File: src/rtl/mem_port_arbiter_if.sv
// mem_port_arbiter_if
//   Bundles the three sides of the shared data-memory port:
//     ls_*   pipeline load/store requester (req/we/addr/wdata in, gnt/rvalid/rdata out)
//     io_*   I/O-side requester (loader / UART DMA), same signal set
//     mem_*  BRAM port (en/we/addr/wdata toward memory, rdata back)
//     stall_mem  pipeline freeze request
//   Modports:
//     slave  - the arbiter
//     master - the surrounding system (requesters and BRAM)
interface mem_port_arbiter_if #(
   parameter int ADDR_W = 20,
   parameter int DATA_W = 64
);
   logic              ls_req;
   logic              ls_we;
   logic [ADDR_W-1:0] ls_addr;
   logic [DATA_W-1:0] ls_wdata;
   logic              ls_gnt;
   logic              ls_rvalid;
   logic [DATA_W-1:0] ls_rdata;

   logic              io_req;
   logic              io_we;
   logic [ADDR_W-1:0] io_addr;
   logic [DATA_W-1:0] io_wdata;
   logic              io_gnt;
   logic              io_rvalid;
   logic [DATA_W-1:0] io_rdata;

   logic              mem_en;
   logic              mem_we;
   logic [ADDR_W-1:0] mem_addr;
   logic [DATA_W-1:0] mem_wdata;
   logic [DATA_W-1:0] mem_rdata;

   logic              stall_mem;

   modport slave (
      input  ls_req, ls_we, ls_addr, ls_wdata,
      output ls_gnt, ls_rvalid, ls_rdata,
      input  io_req, io_we, io_addr, io_wdata,
      output io_gnt, io_rvalid, io_rdata,
      output mem_en, mem_we, mem_addr, mem_wdata,
      input  mem_rdata,
      output stall_mem
   );

   modport master (
      output ls_req, ls_we, ls_addr, ls_wdata,
      input  ls_gnt, ls_rvalid, ls_rdata,
      output io_req, io_we, io_addr, io_wdata,
      input  io_gnt, io_rvalid, io_rdata,
      input  mem_en, mem_we, mem_addr, mem_wdata,
      output mem_rdata,
      input  stall_mem
   );
endinterface

File: src/rtl/mem_port_arbiter.sv
// mem_port_arbiter
//   Shares the single BRAM data port between the pipeline load/store path
//   and the I/O requester. One grant per cycle, combinational in the request
//   cycle. Granted reads are tagged with their owner and the read data is
//   steered back to that owner LOAD_LATENCY cycles later. stall_mem freezes
//   the pipeline whenever its request is not granted.
//
//   Ports:
//     clk  - clock, rising edge
//     rst  - synchronous, active-high reset; also blanks all outputs while high
//     bus  - mem_port_arbiter_if.slave (ls_*, io_*, mem_*, stall_mem)
//
//   Configuration macro MEM_ARB_FAIR_EN:
//     defined   - starve counter forces an I/O grant after STARVE_LIMIT
//                 consecutive denied I/O cycles
//     undefined - strict pipeline priority, STARVE_LIMIT has no effect
module mem_port_arbiter #(
   parameter int LOAD_LATENCY = 1,
   parameter int ADDR_W       = 20,
   parameter int DATA_W       = 64,
   parameter int STARVE_LIMIT = 8
) (
   input logic                clk,
   input logic                rst,
   mem_port_arbiter_if.slave  bus
);

   if (LOAD_LATENCY < 1 || STARVE_LIMIT < 1) begin : g_bad_param
      $error("mem_port_arbiter: LOAD_LATENCY and STARVE_LIMIT must be >= 1");
   end

   logic              sel_ls;
   logic              sel_io;
   logic              force_io;
   logic              read_issue;
   logic              out_ls_valid;
   logic              out_io_valid;
   logic [ADDR_W-1:0] addr_sel;
   logic [DATA_W-1:0] wdata_sel;
   logic              we_sel;

   // Read tag pipeline: stage 0 holds the read granted last cycle, the last
   // stage lines up with mem_rdata. Owner bit: 0 = pipeline, 1 = I/O.
   logic [LOAD_LATENCY-1:0] tag_v;
   logic [LOAD_LATENCY-1:0] tag_own;

`ifdef MEM_ARB_FAIR_EN
   localparam int               CNT_W   = $clog2(STARVE_LIMIT + 1);
   localparam logic [CNT_W-1:0] CNT_MAX = CNT_W'(STARVE_LIMIT);

   logic [CNT_W-1:0] starve_cnt;

   assign force_io = (starve_cnt == CNT_MAX);

   // Counts consecutive cycles I/O waited; any break in the I/O request or
   // an I/O grant restarts the count.
   always_ff @(posedge clk) begin
      if (rst) begin
         starve_cnt <= '0;
      end else if (!bus.io_req || sel_io) begin
         starve_cnt <= '0;
      end else if (starve_cnt != CNT_MAX) begin
         starve_cnt <= starve_cnt + 1'b1;
      end
   end
`else
   assign force_io = 1'b0;
`endif

   // Pipeline wins by default; I/O wins alone or when it has starved.
   always_comb begin
      sel_ls = 1'b0;
      sel_io = 1'b0;
      if (!rst) begin
         if (bus.ls_req && !(bus.io_req && force_io)) begin
            sel_ls = 1'b1;
         end else if (bus.io_req) begin
            sel_io = 1'b1;
         end
      end
   end

   always_comb begin
      addr_sel  = '0;
      wdata_sel = '0;
      we_sel    = 1'b0;
      if (sel_ls) begin
         addr_sel  = bus.ls_addr;
         wdata_sel = bus.ls_wdata;
         we_sel    = bus.ls_we;
      end else if (sel_io) begin
         addr_sel  = bus.io_addr;
         wdata_sel = bus.io_wdata;
         we_sel    = bus.io_we;
      end
   end

   assign read_issue = (sel_ls && !bus.ls_we) || (sel_io && !bus.io_we);

   always_ff @(posedge clk) begin
      if (rst) begin
         tag_v   <= '0;
         tag_own <= '0;
      end else begin
         tag_v[0]   <= read_issue;
         tag_own[0] <= sel_io;
         for (int i = 1; i < LOAD_LATENCY; i++) begin
            tag_v[i]   <= tag_v[i-1];
            tag_own[i] <= tag_own[i-1];
         end
      end
   end

   // rst gating covers the first reset cycle, before the synchronous clear
   // of the tag pipeline has taken effect.
   assign out_ls_valid = !rst && tag_v[LOAD_LATENCY-1] && !tag_own[LOAD_LATENCY-1];
   assign out_io_valid = !rst && tag_v[LOAD_LATENCY-1] &&  tag_own[LOAD_LATENCY-1];

   assign bus.ls_gnt    = sel_ls;
   assign bus.io_gnt    = sel_io;
   assign bus.stall_mem = !rst && bus.ls_req && !sel_ls;

   assign bus.mem_en    = sel_ls || sel_io;
   assign bus.mem_we    = we_sel;
   assign bus.mem_addr  = addr_sel;
   assign bus.mem_wdata = wdata_sel;

   assign bus.ls_rvalid = out_ls_valid;
   assign bus.io_rvalid = out_io_valid;
   assign bus.ls_rdata  = out_ls_valid ? bus.mem_rdata : '0;
   assign bus.io_rdata  = out_io_valid ? bus.mem_rdata : '0;

endmodule

File: src/flat_wrapper.sv
// flat-port wrapper written by rule: the top's interface ports become plain ports
module mem_port_arbiter_flat 
#(
   parameter int LOAD_LATENCY = 1,
   parameter int ADDR_W       = 20,
   parameter int DATA_W       = 64,
   parameter int STARVE_LIMIT = 8
)
  (clk, rst, bus_ls_req, bus_ls_we, bus_ls_addr, bus_ls_wdata, bus_ls_gnt, bus_ls_rvalid, bus_ls_rdata, bus_io_req, bus_io_we, bus_io_addr, bus_io_wdata, bus_io_gnt, bus_io_rvalid, bus_io_rdata, bus_mem_en, bus_mem_we, bus_mem_addr, bus_mem_wdata, bus_mem_rdata, bus_stall_mem);
  mem_port_arbiter_if #(.ADDR_W(ADDR_W), .DATA_W(DATA_W)) bus_i ();
  input logic clk;
  input logic rst;
  input wire logic [$bits(bus_i.ls_req)-1:0] bus_ls_req;
  input wire logic [$bits(bus_i.ls_we)-1:0] bus_ls_we;
  input wire logic [$bits(bus_i.ls_addr)-1:0] bus_ls_addr;
  input wire logic [$bits(bus_i.ls_wdata)-1:0] bus_ls_wdata;
  output wire logic [$bits(bus_i.ls_gnt)-1:0] bus_ls_gnt;
  output wire logic [$bits(bus_i.ls_rvalid)-1:0] bus_ls_rvalid;
  output wire logic [$bits(bus_i.ls_rdata)-1:0] bus_ls_rdata;
  input wire logic [$bits(bus_i.io_req)-1:0] bus_io_req;
  input wire logic [$bits(bus_i.io_we)-1:0] bus_io_we;
  input wire logic [$bits(bus_i.io_addr)-1:0] bus_io_addr;
  input wire logic [$bits(bus_i.io_wdata)-1:0] bus_io_wdata;
  output wire logic [$bits(bus_i.io_gnt)-1:0] bus_io_gnt;
  output wire logic [$bits(bus_i.io_rvalid)-1:0] bus_io_rvalid;
  output wire logic [$bits(bus_i.io_rdata)-1:0] bus_io_rdata;
  output wire logic [$bits(bus_i.mem_en)-1:0] bus_mem_en;
  output wire logic [$bits(bus_i.mem_we)-1:0] bus_mem_we;
  output wire logic [$bits(bus_i.mem_addr)-1:0] bus_mem_addr;
  output wire logic [$bits(bus_i.mem_wdata)-1:0] bus_mem_wdata;
  input wire logic [$bits(bus_i.mem_rdata)-1:0] bus_mem_rdata;
  output wire logic [$bits(bus_i.stall_mem)-1:0] bus_stall_mem;
  assign bus_i.ls_req = bus_ls_req;
  assign bus_i.ls_we = bus_ls_we;
  assign bus_i.ls_addr = bus_ls_addr;
  assign bus_i.ls_wdata = bus_ls_wdata;
  assign bus_ls_gnt = bus_i.ls_gnt;
  assign bus_ls_rvalid = bus_i.ls_rvalid;
  assign bus_ls_rdata = bus_i.ls_rdata;
  assign bus_i.io_req = bus_io_req;
  assign bus_i.io_we = bus_io_we;
  assign bus_i.io_addr = bus_io_addr;
  assign bus_i.io_wdata = bus_io_wdata;
  assign bus_io_gnt = bus_i.io_gnt;
  assign bus_io_rvalid = bus_i.io_rvalid;
  assign bus_io_rdata = bus_i.io_rdata;
  assign bus_mem_en = bus_i.mem_en;
  assign bus_mem_we = bus_i.mem_we;
  assign bus_mem_addr = bus_i.mem_addr;
  assign bus_mem_wdata = bus_i.mem_wdata;
  assign bus_i.mem_rdata = bus_mem_rdata;
  assign bus_stall_mem = bus_i.stall_mem;
  mem_port_arbiter #(.LOAD_LATENCY(LOAD_LATENCY), .ADDR_W(ADDR_W), .DATA_W(DATA_W), .STARVE_LIMIT(STARVE_LIMIT)) u_core (.clk(clk), .rst(rst), .bus(bus_i));
endmodule
File: config.mk
export PLATFORM = sky130hd
export DESIGN_NAME = mem_port_arbiter_flat
export DESIGN_NICKNAME = d
export VERILOG_FILES = /design/src/rtl/mem_port_arbiter_if.sv /design/src/rtl/mem_port_arbiter.sv /design/src/flat_wrapper.sv
export SDC_FILE = /design/constraint.sdc
export NUM_CORES = 1
export LEC_CHECK = 0
export CORE_AREA = 2 2 177 179
export DETAILED_ROUTE_END_ITERATION = 12
export DIE_AREA = 0 0 179 181
export DONT_BUFFER_PORTS = 1
export PLACE_DENSITY = 0.3
export SETUP_SLACK_MARGIN = 0.2
export SLEW_MARGIN = 5
export SYNTH_ARGS = -nofsm -noshare
export SYNTH_HDL_FRONTEND = slang
export SYNTH_SLANG_ARGS = --single-unit
File: constraint.sdc
create_clock -name clk -period 2.6 [get_ports clk]
set_input_delay 0.26 -clock clk [delete_from_list [all_inputs] [get_ports clk]]
set_output_delay 0.26 -clock clk [all_outputs]
set_load 0.1 [all_outputs]
; ---- Word-level counts from Yosys, hierarchy flattened
; Index checks and enable logic that the tools add are counted.
[word_totals]
regBits = 2
in_bits = 238
out_inout_bits = 219
[classes]
mux = 13
n_reduce_logical = 14
[ops]
columns = operator, count
row1 = 64-bit two-way mux, 4
row2 = 20-bit two-way mux, 2
row3 = 1-bit logical AND, 7
row4 = 1-bit two-way mux, 7
row5 = 1-bit zero test, 5
row6 = 1-bit logical OR, 2

; ---- Logic depth before layout (Yosys ltp)
; Gate-level depths: netlist (run 1).
[logic_depth]
word_depth = 5
depth_mapped = 6
ltp_nobuf = 3

; ---- Least setup slack after synthesis (run 1)
; No wires, ideal clock.
[synth_path]
path_type = register to output
from = reg u_core.tag_own
to = out bus_io_rdata[63]
arrival_ns = 2.614
required_time_ns = 2.340
slack_ns = -0.274
path_stages_with_launch = 2
n_path_buf = 0
cell_sequence = dfxtp_1 nor3b_1
[synth_via]
elab_chain_cells = 2
[synth_rtl]
columns = item, line
row1 = start: declaration, mem_port_arbiter.sv:45  ; logic [LOAD_LATENCY-1:0] tag_own;
row2 = start signal: indexed assignment, mem_port_arbiter.sv:109  ; tag_own[i] <= tag_own[i-1];
row3 = 1-bit logical AND, mem_port_arbiter.sv:117  ; assign out_io_valid = !rst && tag_v[LOAD_LATENCY-1] && tag_own[LOAD_LATENCY-1];
row4 = 64-bit two-way mux, mem_port_arbiter.sv:131  ; assign bus.io_rdata = out_io_valid ? bus.mem_rdata : '0;
row5 = end: declaration, flat_wrapper.sv:26  ; output wire logic [$bits(bus_i.io_rdata)-1:0] bus_io_rdata;
; Every way passes these cells.

; ---- Worst setup path after layout (run 1)
[layout_path]
from = reg u_core.tag_own
to = out bus_io_rdata[15]
; The elaborated chain is that of the path after synthesis.

==> flow_summary.json, run 1 <==
{
  "clk_root_buffer_cell": "sky130_fd_sc_hd__clkbuf_16",
  "synth_edf_count": 0,
  "timing.max_slew.rel_slack_pct": 62.7,
  "globalRoute.totalOverflow": 0,
  "yosys_most_used_dff": "sky130_fd_sc_hd__dfxtp_1",
  "period_minus_slack_ns": 2.15,
  "synth.lib_cells_used.distinct": 21,
  "die_y_um": 181,
  "post_synth_main_area_contributors": "sky130_fd_sc_hd__a32o_1, sky130_fd_sc_hd__and2_1, sky130_fd_sc_hd__buf_2, sky130_fd_sc_hd__buf_6, sky130_fd_sc_hd__clkbuf_2",
  "async_reset_ff_share_pct": 0,
  "drt.antenna.violating_nets": 0,
  "powerDensity_nw_per_um2": 353,
  "num_vias": 3025,
  "starting_density_of_the_core_pct": 6.72,
  "cts_made_buffers": 3,
  "timing.final.max_slew_violations": 0,
  "yosys.area.top_type_share_pct": 41.7,
  "post_route_cells_drive_above_1_share_pct": 51.9,
  "maximum_number_of_pins_on_one_net_before_global_route_repair": 85,
  "track_usage_pct": 7.22,
  "cts_sinks": 2,
  "yosys_register_bits": 2,
  "path_common_cell": "sky130_fd_sc_hd__buf_4",
  "cts_buffer_depth": 2,
  "ctsHoldBuffers": 0,
  "port_buffers": 0,
  "setup-violations-final": 0,
  "unrepaired_setup_endpoints_after_global_routing": "false",
  "synthCells": 271,
  "post_drt_wl_per_cell_um": 15.9,
  "synth_warnings": 0,
  "hold_class": "in2reg",
  "worst_ir_drop_vdd_mv": 0.135,
  "setup.worst_path.start_class": "flop",
  "yosysTopAreaCell": "sky130_fd_sc_hd__a32o_1",
  "vias_per_cell": 3.55,
  "upper_clock_frequency_limit_mhz": 466,
  "path_clk_slew_ns": 0.03,
  "first_pass_iters": 5,
  "critical_path_arrival_ns": 1.89,
  "power.static_leakage_nw": 1.88,
  "timing.critical_path.to_type": "primary output",
  "critical_path.startpoint": "u_core.tag_own$_SDFF_PP0_",
  "routabilityCongestion": 0.762,
  "setup.worst_path.class": "reg2out",
  "drt_drc_violations_left": 0,
  "worstPathRequired_ns": 2.34,
  "finalHoldViolations": 0,
  "chip_width_um": 179,
  "placement_rows": 64,
  "critPathCapture": "bus_io_rdata[15]",
  "grt_pass1_wl_um": 17800,
  "portion_of_the_post_synthesis_area_used_by_sequential_elements_pct": 1.96,
  "holdWs_ns": 0.121,
  "worst-path-max-fanout": 28,
  "area_added_between_synthesis_and_finish_pct": 102,
  "synth_area_per_cell_um2": 7.52,
  "post_route_setup_tns_ns": 0,
  "crit_path_cell_trace": "and3b_2, buf_4, and2_1, buf_4",
  "post-cts-setup-buffers": 0,
  "grt_pass1_vias": 2828,
  "drv_cap": 0,
  "crit_path_max_incr_delay_ns": 0.49,
  "dieArea_um2": 32400,
  "floorplan.io_pins": 457,
  "synthesis.nets": 509,
  "slowest_stage": "sky130_fd_sc_hd__and3b_2",
  "htree_num_levels": 1,
  "crit_share_post_route_pct": 82.5,
  "post_cts_resize_count": 0,
  "detail_route.wirelength_um": 13500,
  "run_status": "complete, no violations",
  "fin_nets": 695,
  "synthesis.area_um2": 2040,
  "worstMarginPinSlew_ns": 0.559,
  "initialDrtViolationCount": 106,
  "grt_antenna_before_repair": 1,
  "tritoncts": "done",
  "detailedPlacementHpwl_um": 11700,
  "core_region_area_um2": 30300
}
-- power breakdown --
| group | total [mW] | switching, mW | leakage [nW] | internal [mW] |
|---|---|---|---|---|
| sequential | 0.0344 | 0.00184 | 0.0165 | 0.0326 |
| combinational | 1.20 | 0.969 | 1.83 | 0.228 |
| clock | 0.227 | 0.0319 | 0.0370 | 0.195 |
-- cells in the final DEF (no fill, tap or decap) --
cell type	instances
sky130_fd_sc_hd__diode_2	1
sky130_fd_sc_hd__and2_1	126
sky130_fd_sc_hd__clkinv_2	1
sky130_fd_sc_hd__buf_16	1
sky130_fd_sc_hd__nor3_4	1
sky130_fd_sc_hd__nor2_2	2
sky130_fd_sc_hd__buf_4	219
sky130_fd_sc_hd__clkbuf_16	3
sky130_fd_sc_hd__conb_1	1
sky130_fd_sc_hd__a32o_1	85
sky130_fd_sc_hd__nor2_1	2
sky130_fd_sc_hd__and3b_2	1
sky130_fd_sc_hd__buf_12	3
sky130_fd_sc_hd__o32ai_1	1
sky130_fd_sc_hd__nor3b_4	2
sky130_fd_sc_hd__nand2b_1	1
sky130_fd_sc_hd__inv_2	1
sky130_fd_sc_hd__nor2b_4	1
sky130_fd_sc_hd__nand2b_4	1
sky130_fd_sc_hd__dfxtp_1	2
sky130_fd_sc_hd__nand2_1	1
-- synthesized netlist by cell type, types with 2 or more instances --
master,number
sky130_fd_sc_hd__buf_6,7
sky130_fd_sc_hd__nor2_1,4
sky130_fd_sc_hd__a32o_1,85
sky130_fd_sc_hd__buf_2,17
sky130_fd_sc_hd__clkbuf_2,10
sky130_fd_sc_hd__clkbuf_1,6
sky130_fd_sc_hd__dfxtp_1,2
sky130_fd_sc_hd__and2_1,126
sky130_fd_sc_hd__buf_4,2
-- cell families after synthesis --
group	Yosys count	synth area share, %
buffers and inverters	44	12.7
flip-flops	2	1.96
AO/OA/AOI/OAI	86	42.2
other	1	0.184
AND/OR/NAND/NOR	138	43.0
-- critical path, delay by kind of cell, from the launching register on --
kind                   cells  cell delay, ns
buffers and inverters      2            0.56
AND/OR/NAND/NOR            2            0.64
flip-flops                 1            0.44
-- state kept, by name, indices dropped and copies added, names as in the netlist --
name            count
u_core.tag_own      1
u_core.tag_v        1
-- cell type report --
class | count | area, µm²
multi-input cells | 225 | 1770
repair buffers | 223 | 1730
inverters | 2 | 8.76
well taps | 396 | 495
diodes | 1 | 2.50
clock buffers | 3 | 75.1
flip-flops and latches | 2 | 40.0
fillers | 3482 | 26200
-- layer usage --
| metal | vias to the layer above | global-route usage (%) | share of wire (%) |
|---|---|---|---|
| met5 | - | 0 | 0 |
| met4 | 0 | 1.79 | 1.9 |
| met3 | 6 | 1.14 | 11 |
| met2 | 269 | 14.7 | 54 |
| met1 | 1347 | 7.46 | 34 |
| li1 | 1403 | - | - |
-- metrics by stage --
| stage | instances | worst slack (ns) | cell area [µm²] | power [mW] | utilization, % |
|---|---|---|---|---|---|
| 2_1_floorplan | 271 | 0.315 | 2050 | 1.04 | - |
| 4_1_cts | 851 | 0.414 | 4120 | 1.47 | 13.6 |
| 3_3_place_gp | 848 | 0.685 | 4050 | 1.24 | 13.3 |
| 3_5_place_dp | 848 | 0.647 | 4050 | 1.24 | 13.3 |
| 5_1_grt | 852 | 0.334 | 4130 | 1.50 | 13.6 |
| 6_report | 852 | 0.455 | 4130 | 1.46 | 13.6 |
-- how the worst min path moves through the flow --
stage                          from                   endpoint  slack [ns]  depth (start not counted)
final                           rst  u_core.tag_own$_SDFF_PP0_        0.12                          1
after global routing            rst  u_core.tag_own$_SDFF_PP0_        0.11                          1
after CTS                       rst  u_core.tag_own$_SDFF_PP0_        0.12                          1
after detailed placement        rst  u_core.tag_own$_SDFF_PP0_        0.34                          1
after global placement          rst  u_core.tag_own$_SDFF_PP0_        0.35                          1
after floorplan           bus_ls_we    u_core.tag_v$_SDFF_PP0_        0.36                          1
Power figures use the tool's default switching activity.
==> run 2: changes to the inputs <==
==> constraint.sdc (replaced) <==
create_clock -name clk -period 1.9 [get_ports clk]
set_input_delay 0.19 -clock clk [delete_from_list [all_inputs] [get_ports clk]]
set_output_delay 0.19 -clock clk [all_outputs]
set_load 0.1 [all_outputs]
==> run 2 against run 1 <==
  * Non-clock buffer count down 12
  * Total power up 73%
  * Clock power up 37%
  * Sequential share of layout area down 0.31 points
  * Sequential power up 34%
  * Routed wire length up 39%
  * Die area unchanged
  * Core utilization up 8.8 points
  * Final cell count down 1.5%
==> flow_summary.json, run 2 (synthesized netlist as in run 1, its figures left out) <==
{
  "run_status": "complete, no violations",
  "upper_clock_frequency_limit_mhz": 592,
  "n_antenna_cell": 0,
  "layout_common_cells": "sky130_fd_sc_hd__buf_12, sky130_fd_sc_hd__and2_2, sky130_fd_sc_hd__a32o_2",
  "cts_sinks": 2,
  "path_clk_slew_ns": 0.03,
  "ctsHoldBuffers": 0,
  "grt_antenna_before_repair": 0,
  "post_route_setup_tns_ns": 0,
  "htree_num_levels": 1,
  "num_vias": 3087,
  "starting_density_of_the_core_pct": 6.72,
  "maximum_number_of_pins_on_one_net_before_global_route_repair": 76,
  "holdWs_ns": 0.0345,
  "grt_pass1_vias": 3249,
  "power.static_leakage_nw": 2.96,
  "first_pass_iters": 4,
  "drt.antenna.violating_nets": 0,
  "grt_pass1_wl_um": 24600,
  "worst-path-max-fanout": 33,
  "post_dp_cell_area_um2": 6620,
  "setup.worst_path.class": "reg2out",
  "initialDrtViolationCount": 68,
  "chip_width_um": 179,
  "drt_drc_violations_left": 0,
  "period_minus_slack_ns": 1.69,
  "reg.largest.list": "u_core.tag_own: 1 flops, u_core.tag_v: 1 flops",
  "clk_root_buffer_cell": "sky130_fd_sc_hd__clkbuf_16",
  "critical_path.startpoint": "u_core.tag_own$_SDFF_PP0_",
  "area_added_between_synthesis_and_finish_pct": 233,
  "crit_path_max_incr_delay_ns": 0.34,
  "routabilityCongestion": 0.807,
  "core_region_area_um2": 30300,
  "tritoncts": "done",
  "timing.final.max_slew_violations": 0,
  "post-place-cells": 831,
  "finalNonFillerCells": 839,
  "vias_per_cell": 3.68,
  "critPathCapture": "bus_ls_rdata[7]",
  "critical_path_arrival_ns": 1.50,
  "setup-violations-final": 0,
  "final_std_cell_area_no_fill_um2": 6790,
  "worst_hold_startpoint": "rst",
  "post_route_cells_drive_above_1_share_pct": 95.7,
  "cts_made_buffers": 3,
  "crit_path_cell_trace": "nor3b_4, buf_12, and2_2, buf_12",
  "detailedPlacementHpwl_um": 16500,
  "setup.worst_path.start_class": "flop",
  "dieArea_um2": 32400,
  "track_usage_pct": 10.4,
  "fin_nets": 683,
  "drv_cap": 0,
  "finalHoldViolations": 0,
  "powerDensity_nw_per_um2": 371,
  "globalRoute.totalOverflow": 0,
  "hold_class": "in2reg",
  "cts_buffer_depth": 2,
  "worstPathRequired_ns": 1.71,
  "path_common_cell": "sky130_fd_sc_hd__buf_12",
  "die_y_um": 181,
  "placement_rows": 64,
  "floorplan.io_pins": 457,
  "post_drt_wl_per_cell_um": 22.4,
  "slowest_stage": "sky130_fd_sc_hd__dfxtp_4",
  "timing.critical_path.to_type": "primary output",
  "port_buffers": 0,
  "detail_route.wirelength_um": 18800,
  "layout.cells.most_common": "sky130_fd_sc_hd__buf_12",
  "worst_ir_drop_vdd_mv": 0.194,
  "crit_share_post_route_pct": 88.9,
  "unrepaired_setup_endpoints_after_global_routing": "true"
}
[run 2: how the worst min path moves through the flow]
stage / slack (ns) / to / cells after the start
after floorplan: 0.29 / u_core.tag_v$_SDFF_PP0_ / 1
after global placement: 0.28 / u_core.tag_own$_SDFF_PP0_ / 1
after detailed placement: 0.27 / u_core.tag_own$_SDFF_PP0_ / 1
after CTS: 0.03 / u_core.tag_own$_SDFF_PP0_ / 1
after global routing: 0.03 / u_core.tag_own$_SDFF_PP0_ / 1
final: 0.03 / u_core.tag_own$_SDFF_PP0_ / 1
[run 2: final cells by class]
| type | instances | area, µm² |
|---|---|---|
| fill | 3175 | 23600 |
| timing repair buffer | 211 | 4120 |
| multi-input combinational | 225 | 2050 |
| tap | 396 | 495 |
| clock buffer | 3 | 75.1 |
| sequential | 2 | 45.0 |
| inverter | 2 | 8.76 |
[run 2: repair_timing]
item                       4_1_cts  5_1_grt
resized for setup                3        8
cloned                           1        2
buffers inserted                 1        1
setup endpoints to repair      127      125
pin swaps                        9        6
[run 2: power breakdown]
part           switching, mW  internal [mW]  leakage, nW  total [mW]
combinational           1.45          0.713         2.90        2.16
clock                 0.0437          0.267       0.0370       0.311
sequential           0.00206         0.0441       0.0175      0.0461
total                   1.49           1.02         2.96        2.52
[run 2: layer usage]
| layer | part of all wire [%] | global-route usage [%] |
|---|---|---|
| met1 | 32 | 9.98 |
| met2 | 57 | 21.9 |
| met3 | 11 | 3.16 |
| met4 | 0.27 | 0.715 |
| met5 | 0 | 0 |
[run 2: critical path: cells and delay by family, from the launching register on]
family        cells  cell delay [ns]
buf+inv           2             0.44
flops             1             0.34
simple gates      2             0.46
[run 2: stage by stage]
stage	power, mW	setup WS, ns	util, %
final	2.52	0.210	22.4
after global routing	2.58	0.143	22.4
after CTS	2.53	0.136	22.2
after detailed placement	2.20	0.310	21.8
after global placement	2.18	0.370	21.8
after floorplan	1.47	0.0965	-
==> run 3: changes to the inputs <==
--- a/config.mk
+++ b/config.mk
@@ -5,6 +5,7 @@
 export SDC_FILE = /design/constraint.sdc
 export NUM_CORES = 1
 export LEC_CHECK = 0
+export CAP_MARGIN = 20
 export CORE_AREA = 2 2 177 179
 export DETAILED_ROUTE_END_ITERATION = 12
 export DIE_AREA = 0 0 179 181
==> results of run 3 <==
The final DEF is identical to that of run 2; final timing and power are the same.
